[src/rtl/light_show_sequencer.sv]
// Light-show sequencer for a 10-LED bar: slow thermometer fill, repeated fast one-hot
// chase, then an all-LED blink, each phase stepping on its own timebase period.
module light_show_sequencer #(
  parameter int unsigned TICK_SLOW = 100000000,
  parameter int unsigned TICK_FAST = 5000000,
  parameter int unsigned TICK_HOLD = 50000000,
  parameter int unsigned REPS      = 4,
  parameter int unsigned BLINKS    = 3,
  parameter int unsigned CW        = 27
) (
  input  logic       clk,
  input  logic       reset,
  input  logic       startBtn,
  output logic [9:0] ledPattern,
  output logic [2:0] state,
  output logic [3:0] repCount,
  output logic       running,
  output logic       done
);

  typedef enum logic [2:0] {
    StIdle = 3'd0,
    StSlow = 3'd1,
    StFast = 3'd2,
    StHold = 3'd3,
    StDone = 3'd4
  } state_e;

  localparam int unsigned BW        = $clog2(2 * BLINKS) + 1;
  localparam logic [CW-1:0] LastSlow  = CW'(TICK_SLOW - 1);
  localparam logic [CW-1:0] LastFast  = CW'(TICK_FAST - 1);
  localparam logic [CW-1:0] LastHold  = CW'(TICK_HOLD - 1);
  localparam logic [BW-1:0] LastBlink = BW'(2 * BLINKS - 1);
  localparam logic [3:0]    Reps      = 4'(REPS);

  state_e        state_q, state_d;
  logic [9:0]    led_q, led_d;
  logic [3:0]    rep_q, rep_d;
  logic [3:0]    idx_q, idx_d;
  logic [BW-1:0] blink_q, blink_d;
  logic [CW-1:0] cnt_q, cnt_d;
  logic [CW-1:0] last_cnt;
  logic          sync1_q, sync2_q, prev_q;
  logic          start_pulse;
  logic          tick;

  // Falling edge of the synchronised, active-low button.
  assign start_pulse = prev_q & ~sync2_q;

  always_comb begin
    case (state_q)
      StSlow:  last_cnt = LastSlow;
      StFast:  last_cnt = LastFast;
      default: last_cnt = LastHold;
    endcase
  end

  assign tick = (cnt_q == last_cnt);

  always_comb begin
    state_d = state_q;
    led_d   = led_q;
    rep_d   = rep_q;
    idx_d   = idx_q;
    blink_d = blink_q;
    case (state_q)
      StIdle, StDone: begin
        if (start_pulse) begin
          state_d = StSlow;
          led_d   = 10'b0000000001;
          idx_d   = 4'd0;
        end
      end
      StSlow: begin
        if (tick) begin
          if (idx_q != 4'd9) begin
            idx_d = idx_q + 4'd1;
            led_d = {led_q[8:0], 1'b1};
          end else begin
            state_d = StFast;
            idx_d   = 4'd0;
            led_d   = 10'b0000000001;
            rep_d   = Reps;
          end
        end
      end
      StFast: begin
        if (tick) begin
          if (idx_q != 4'd9) begin
            idx_d = idx_q + 4'd1;
            led_d = {led_q[8:0], 1'b0};
          end else if (rep_q > 4'd1) begin
            rep_d = rep_q - 4'd1;
            idx_d = 4'd0;
            led_d = 10'b0000000001;
          end else begin
            state_d = StHold;
            rep_d   = 4'd0;
            led_d   = 10'h3FF;
            blink_d = '0;
          end
        end
      end
      StHold: begin
        if (tick) begin
          if (blink_q < LastBlink) begin
            led_d   = ~led_q;
            blink_d = blink_q + 1'b1;
          end else begin
            state_d = StDone;
            led_d   = 10'h000;
          end
        end
      end
      default: begin
        state_d = StIdle;
        led_d   = 10'h000;
        rep_d   = 4'd0;
        idx_d   = 4'd0;
        blink_d = '0;
      end
    endcase
  end

  // Timebase restarts on every phase change so each phase's first step is a full period.
  always_comb begin
    if ((state_d != state_q) || (state_q == StIdle) || (state_q == StDone)) begin
      cnt_d = '0;
    end else if (tick) begin
      cnt_d = '0;
    end else begin
      cnt_d = cnt_q + 1'b1;
    end
  end

  always_ff @(posedge clk or posedge reset) begin
    if (reset) begin
      state_q <= StIdle;
      led_q   <= 10'h000;
      rep_q   <= 4'd0;
      idx_q   <= 4'd0;
      blink_q <= '0;
      cnt_q   <= '0;
      sync1_q <= 1'b1;
      sync2_q <= 1'b1;
      prev_q  <= 1'b1;
    end else begin
      state_q <= state_d;
      led_q   <= led_d;
      rep_q   <= rep_d;
      idx_q   <= idx_d;
      blink_q <= blink_d;
      cnt_q   <= cnt_d;
      sync1_q <= startBtn;
      sync2_q <= sync1_q;
      prev_q  <= sync2_q;
    end
  end

  assign ledPattern = led_q;
  assign state      = state_q;
  assign repCount   = rep_q;
  assign running    = (state_q == StSlow) || (state_q == StFast) || (state_q == StHold);
  assign done       = (state_q == StDone);

endmodule

[config.mk]
export PLATFORM = sky130hd
export DESIGN_NAME = light_show_sequencer
export DESIGN_NICKNAME = d
export VERILOG_FILES = /design/src/rtl/light_show_sequencer.sv
export SDC_FILE = /design/constraint.sdc
export NUM_CORES = 1
export LEC_CHECK = 0
export BUFFER_PORTS_ARGS = -buffer_cell sky130_fd_sc_hd__buf_2
export CORE_UTILIZATION = 43
export DETAILED_ROUTE_END_ITERATION = 10
export HOLD_SLACK_MARGIN = 0.05
export PLACE_DENSITY = 0.64
export SETUP_SLACK_MARGIN = 0.05
export SYNTH_ARGS = -nofsm -noshare
export SYNTH_HDL_FRONTEND = slang
export SYNTH_SLANG_ARGS = --single-unit
[constraint.sdc]
create_clock -name clk -period 2.7 [get_ports clk]
set_input_delay 0 -clock clk [delete_from_list [all_inputs] [get_ports clk]]
set_output_delay 0 -clock clk [all_outputs]
set_load 0.05 [all_outputs]
==> results of run 1 <==
state kept, by name, indices dropped and copies added, names as in the netlist:
name,count
blink_q,4
cnt_q,27
idx_q,4
ledPattern,10
prev_q,1
repCount,4
state,3
sync1_q,1
sync2_q,1
metrics by stage:
step                      cell area (um2)  setup slack (ns)
after floorplan                      3190            0.0830
after global placement               3470             0.174
after detailed placement             3470            0.0948
after CTS                            3580            0.0948
after global routing                 3620          -0.00264
final                                3620             0.117
power by group:
group,total (mW),switching (mW),internal (mW)
Sequential,0.934,0.0567,0.878
Clock,0.461,0.280,0.181
Combinational,0.149,0.0789,0.0703
layout by cell type, fill, tap and decap left out, drive strengths merged, types with 3 or more instances in the layout:
cell type	synthesis	routed
or4	4	4
dfrtp	52	52
o31ai	4	4
nor2	54	54
nor3	12	12
a211oi	11	11
a21oi	23	23
nand3	16	16
nand4	12	12
nand2	31	31
xor2	13	13
dfstp	3	3
o211ai	6	6
and2	3	3
o21ai	7	7
and3	10	10
inv	12	12
xnor2	14	14
nor3b	3	3
and4	4	4
clkbuf	6	5
buf	7	38
ha	7	7
area by class of cell:
cell class | count | area, um2 | share of cell area
Clock buffer | 5 | 68.8 | 0.0190
Sequential cell | 55 | 1380 | 0.382
Inverter | 12 | 45.0 | 0.0124
Tap cell | 99 | 124 | 0.0342
Clock inverter | 3 | 20.0 | 0.00552
Timing Repair Buffer | 40 | 265 | 0.0732
Multi-Input combinational cell | 274 | 1720 | 0.474
final timing paths:
path,end,slack (ns),depth (start not counted)
max in group asynchronous,cnt_q[11]$_DFF_PP0_,1.84,4
max,state[1]$_DFF_PP0_,0.12,6
min,ledPattern[7]$_DFFE_PP0P_,0.22,3
min in group clk,sync1_q$_DFF_PP1_,0.32,2
max reg2reg,state[1]$_DFF_PP0_,0.12,6
min reg2reg,sync2_q$_DFF_PP1_,0.36,0
repair_timing:
| item | CTS | global route |
|---|---|---|
| resized for setup | 0 | 4 |
| setup endpoints to repair | 0 | 10 |
| buffers inserted | 0 | 3 |
| hold buffers | 2 | 0 |
| endpoints found under the hold margin | 20 | 0 |
layer usage:
| metal | wire length, um | vias up |
|---|---|---|
| li1 | - | 1338 |
| met1 | 3810 | 1316 |
| met2 | 3190 | 47 |
| met3 | 200 | 5 |
| met4 | 73 | 0 |
| met5 | 0 | - |
logic make-up (layout without fill, tap and decap cells):
| logic type | count (synthesis) | count (layout) |
|---|---|---|
| AND/OR/NAND/NOR | 169 | 169 |
| AO/OA/AOI/OAI | 69 | 69 |
| flip-flops | 55 | 55 |
| XOR/XNOR | 27 | 27 |
| buffers and inverters | 25 | 60 |
| adder cells (fa/ha/maj) | 7 | 7 |
| multiplexers | 2 | 2 |
tightest hold or removal path, cell delays in order:
cell	delay (ns)
dlygate4sd3_1	0.53
buf_2	0.12
inv_2	0.32
==> reports/metrics.cfg, run 1 <==
[worst_setup_path]
path_class=reg2reg
max_stage_delay_ns=0.57
crit_family=simple AND/OR/NAND/NOR gates
critPathCaptureType=flip-flop
cp_num_buf_inv=0
startpoint_type=flip-flop
critPathMaxFanout=6
critical_path_required_ns=2.91
arrival_ns=2.79
r2r_start=cnt_q[9]$_DFF_PP0_
path_cells=or4b_1 > or4_1 > o31ai_2 > nand3_2 > or3_4 > nor3b_1
crit_path_top_delay_cell=or4_1
cp-startpoint=cnt_q[9]$_DFF_PP0_

[routing]
first_pass_iters=4
drc_errors=0
wire_per_inst_um=14.9
num_vias=2706
antenna_left=0
vias_per_cell=5.55
first_iter_violations=183
drt-total-wl_um=7280

[synthesis]
synth.most_common_cell=nor2_1
ys_async_sr_fraction=1.00
synth_adder_area_share=0.0275
synthTopCellsByCount=54 x nor2_1, 52 x dfrtp_1, 31 x nand2_1, 23 x a21oi_1, 15 x nand3_1
synth_cells=354
avgSynthCellArea_um2=9.00
synthSimpleGateAreaFrac=0.278
synth_compound_area_frac=0.148
synth.area.top_cells=dfrtp_1 41%, nor2_1 6.4%, xnor2_1 3.8%, nand2_1 3.7%, a21oi_1 3.6%
synth_xor_area_frac=0.0742
synth_top_family_by_area=simple AND/OR/NAND/NOR gates
synth_top_area_frac=0.408
ys_ff_latch=55
synth.mux.area_fraction=0.00628
synth_top_cell_by_area=dfrtp_1
ys_seq_area_frac=0.433
synth.distinct_cells=58
yosys_warnings=0
synth-main-ff-cell=dfrtp_1
syn-num-nets=364
synth_edf_count=0
synth.cell_area_mm2=0.00319

[clocking]
cts.path.max_buffers=2
tritoncts=built
clockRootBuffer=clkbuf_8
clk_latency_ns=0.31
cts_max_level=2
clkSlewWorstSetupHoldPaths_ns=0.10
cts_buffers=5
numClockSinks=55

[floorplanning]
die_width_um=88.1
rows=31
die_h_um=88.1
die-area_mm2=0.00776
start_util=0.442
coreArea_mm2=0.00721
io_pins=22

[timing]
hold_slack_ns=0.220
setup_violations=0
tightestPinTransition_ns=0.947
worst_clock_skew_ns=0.00647
setup_tns_ns=0
fmax_mhz=387
final_hold_viol_count=0
fin_crit_sh=0.957
fin_crit_ns=2.58
relSlewSlack=0.367
drv_slew=0

[global_route]
grtUsageMet3=0.0311
grt_pass1_wl_um=12300
antenna_found_initial=0
top_usage_layer=met2
grt_use_met1=0.301
grt_overflow=0
use_met2=0.306
grt_max_degree=24
track_usage=0.201
grt_pass1_vias=2550

[pwr]
design_power_total_mw=1.54
peakVddDrop_mv=0.253
p_leak_nw=1.64
power.density_mw_per_mm2=426

[final_layout]
stdcell_count=488
antenna_cells=0
fin_util=0.502
drive_gt1_frac=0.170
nets=398
nFillCells=697
syn_to_final_growth_pct=13.8

[min_path]
hold_class=in2async

[placed_design]
dpl.hpwl_um=5260
gp_congestion=0.861
dp_cells=475
io_buffers=21

[job]
drv_cap=0

[status]
status=completed

Note: power is estimated with default switching activity, not from simulation.
==> run 2: changes to the inputs <==
--- a/config.mk
+++ b/config.mk
@@ -8,2 +8,3 @@
 export BUFFER_PORTS_ARGS = -buffer_cell sky130_fd_sc_hd__buf_2
+export CORE_ASPECT_RATIO = 1.5
 export CORE_UTILIZATION = 43
==> constraint.sdc (replaced) <==
create_clock -name clk -period 2.95 [get_ports clk]
set_input_delay 0 -clock clk [delete_from_list [all_inputs] [get_ports clk]]
set_output_delay 0 -clock clk [all_outputs]
set_load 0.1 [all_outputs]
==> run 2 against run 1 <==
Against the previous run: die area about the same; largest cell class unchanged; highest routed layer unchanged; maximum frequency about the same; cell count down 1.0%.
==> reports/metrics.cfg, run 2 (synthesis results as in run 1) <==
[floorplanning]
start_util=0.444  ; +0.00215
die_width_um=72.3  ; -18%
coreArea_mm2=0.00718  ; -0.49%
die_h_um=107  ; +22%
io_pins=22  ; unchanged
die-area_mm2=0.00776  ; about the same
rows=38  ; +23%

[clocking]
clkSlewWorstSetupHoldPaths_ns=0.11  ; about the same
cts.path.max_buffers=2  ; unchanged
cts_max_level=2  ; unchanged
cts_buffers=5  ; unchanged
clk_latency_ns=0.33  ; +0.02 ns
tritoncts=built
clockRootBuffer=clkbuf_8
numClockSinks=55  ; unchanged

[worst_setup_path]
critPathMaxFanout=7  ; +1
regToRegEndpoint=state[1]$_DFF_PP0_
r2r_cells=6  ; unchanged
r2r_setup_slack_ns=0.37  ; +0.25 ns
r2r_start=cnt_q[8]$_DFF_PP0_
startpoint_type=flip-flop
critPathCaptureType=flip-flop
path_class=reg2reg
arrival_ns=2.81  ; +0.02 ns
critical_path_required_ns=3.17  ; +0.26 ns

[pwr]
comb_power_share=0.096  ; about the same
peakVddDrop_mv=0.226  ; -11%
power.density_mw_per_mm2=425  ; -0.22%
switching_share=0.261  ; -0.00778
p_leak_nw=1.62  ; -1.4%
p_int_mw=1.13  ; -0.34%
power_frac_seq=0.562  ; -0.043
power.switching_uw=398  ; -4.2%
power_frac_clock=0.342  ; +0.044

[routing]
antenna_left=0  ; unchanged
vias_per_cell=5.59  ; +0.74%
drt-total-wl_um=7580  ; +4.1%
first_iter_violations=142  ; -22%
wire_per_inst_um=15.7  ; +5.2%
first_pass_iters=4  ; unchanged
num_vias=2698  ; -0.30%
drc_errors=0  ; unchanged

[global_route]
track_usage=0.216  ; +0.0150
use_met2=0.382  ; +0.0760
top_usage_layer=met2
grt_max_degree=30  ; +25%
grt_use_met1=0.251  ; -0.0503
grtUsageMet3=0.0309  ; -0.000204
grt_pass1_wl_um=13000  ; +6.2%
grt_overflow=0  ; unchanged
antenna_found_initial=0  ; unchanged
grt_pass1_vias=2746  ; +7.7%

[final_layout]
largest_reg_flops=27  ; unchanged
drive_gt1_frac=0.154  ; -0.0156
antenna_cells=0  ; unchanged
stdcell_area_mm2=0.00358  ; -1.2%
regMostFlops=cnt_q
syn_to_final_growth_pct=12.5
nFillCells=697  ; unchanged
fin_util=0.499  ; -0.00347
final_common_cell=nor2_1
final_cell_mix=54 x nor2_1, 49 x dfrtp_1, 31 x nand2_1
nets=392  ; -1.5%

[job]
drv_cap=0  ; unchanged

[timing]
final_hold_viol_count=0  ; unchanged
fin_crit_ns=2.58  ; +0.00137 ns
drv_slew=0  ; unchanged
tightestPinTransition_ns=0.839  ; -0.108 ns
rsz0062_at_grt=no
fin_crit_sh=0.876  ; -0.0806
fmax_mhz=387  ; about the same
relSlewSlack=0.439  ; +0.0719
setup_tns_ns=0  ; unchanged
worst_clock_skew_ns=0.0151  ; +0.00861 ns
hold_slack_ns=0.301  ; +0.0819 ns
setup_violations=0  ; unchanged
fin_ws_ns=0.366  ; +0.249 ns

[placed_design]
dpl.hpwl_um=5640  ; +7.2%
io_buffers=21  ; unchanged
gp_congestion=0.860  ; about the same
dpl_worst_slack_ns=0.378  ; +0.283 ns
dpl_cell_area_mm2=0.00345  ; -0.83%

[min_path]
hold_class=in2async

[status]
status=completed

[run 2: changes by cell type in the layout (fill, tap and decap cells not counted), sizes merged]
cell	change
bufinv	+1
clkinvlp	-2
inv	+1
buf	-6
[run 2: per-layer routing]
layer / wire length [um] / share of wire / vias to the layer above
met1: 3060 / 0.40 / 1309
li1: - / - / 1329
met2: 4110 / 0.54 / 42
met4: 204 / 0.027 / 0
met5: 0 / 0 / -
met3: 202 / 0.027 / 18
[run 2: cell type report]
type | instances | area (um2) | share of cell area
inverters | 12 | 45.0 | 0.0126
multi-input cells | 274 | 1700 | 0.476
clock inverters | 3 | 47.5 | 0.0133
repair buffers | 34 | 208 | 0.0580
flip-flops and latches | 55 | 1380 | 0.386
clock buffers | 5 | 68.8 | 0.0192
well taps | 100 | 125 | 0.0349
[run 2: timing repair]
action | 4_1_cts | 5_1_grt
hold buffers | 2 | 0
gates resized for setup | 0 | 0
buffers inserted | 0 | 0
hold endpoints to repair | 26 | 0
[run 2: worst max path at each step]
stage,start,end,slack (ns),cells past startpoint
detailed placement,cnt_q[8]$_DFF_PP0_,state[1]$_DFF_PP0_,0.38,6
finish,cnt_q[8]$_DFF_PP0_,state[1]$_DFF_PP0_,0.37,6
floorplan,state[0]$_DFF_PP0_,state[1]$_DFF_PP0_,0.15,7
global placement,state[0]$_DFF_PP0_,idx_q[3]$_DFFE_PP0P_,0.43,6
CTS,state[0]$_DFF_PP0_,state[1]$_DFF_PP0_,0.37,6
global route,cnt_q[8]$_DFF_PP0_,ledPattern[6]$_DFFE_PP0P_,0.21,7
[run 2: power by group through the flow]
stage	Combinational [mW]	Sequential, mW	Clock (mW)
final	0.147	0.855	0.521
after CTS	0.152	0.856	0.541
after global routing	0.167	0.865	0.573
after floorplan	0.110	0.867	0
after global placement	0.147	0.870	0
after detailed placement	0.151	0.869	0
[run 2: per-stage QoR]
step	power [mW]	cells
3_3_place_gp	1.02	473
4_1_cts	1.55	483
5_1_grt	1.61	483
2_1_floorplan	0.977	354
3_5_place_dp	1.02	473
6_report	1.52	483
[run 2: worst max-delay path: stages, from the launching register on]
cell	delay (ns)
dfrtp_1	0.44
or4b_1	0.56
or4_1	0.52
o31ai_1	0.15
nand3_2	0.22
or3_1	0.44
nor3b_1	0.15
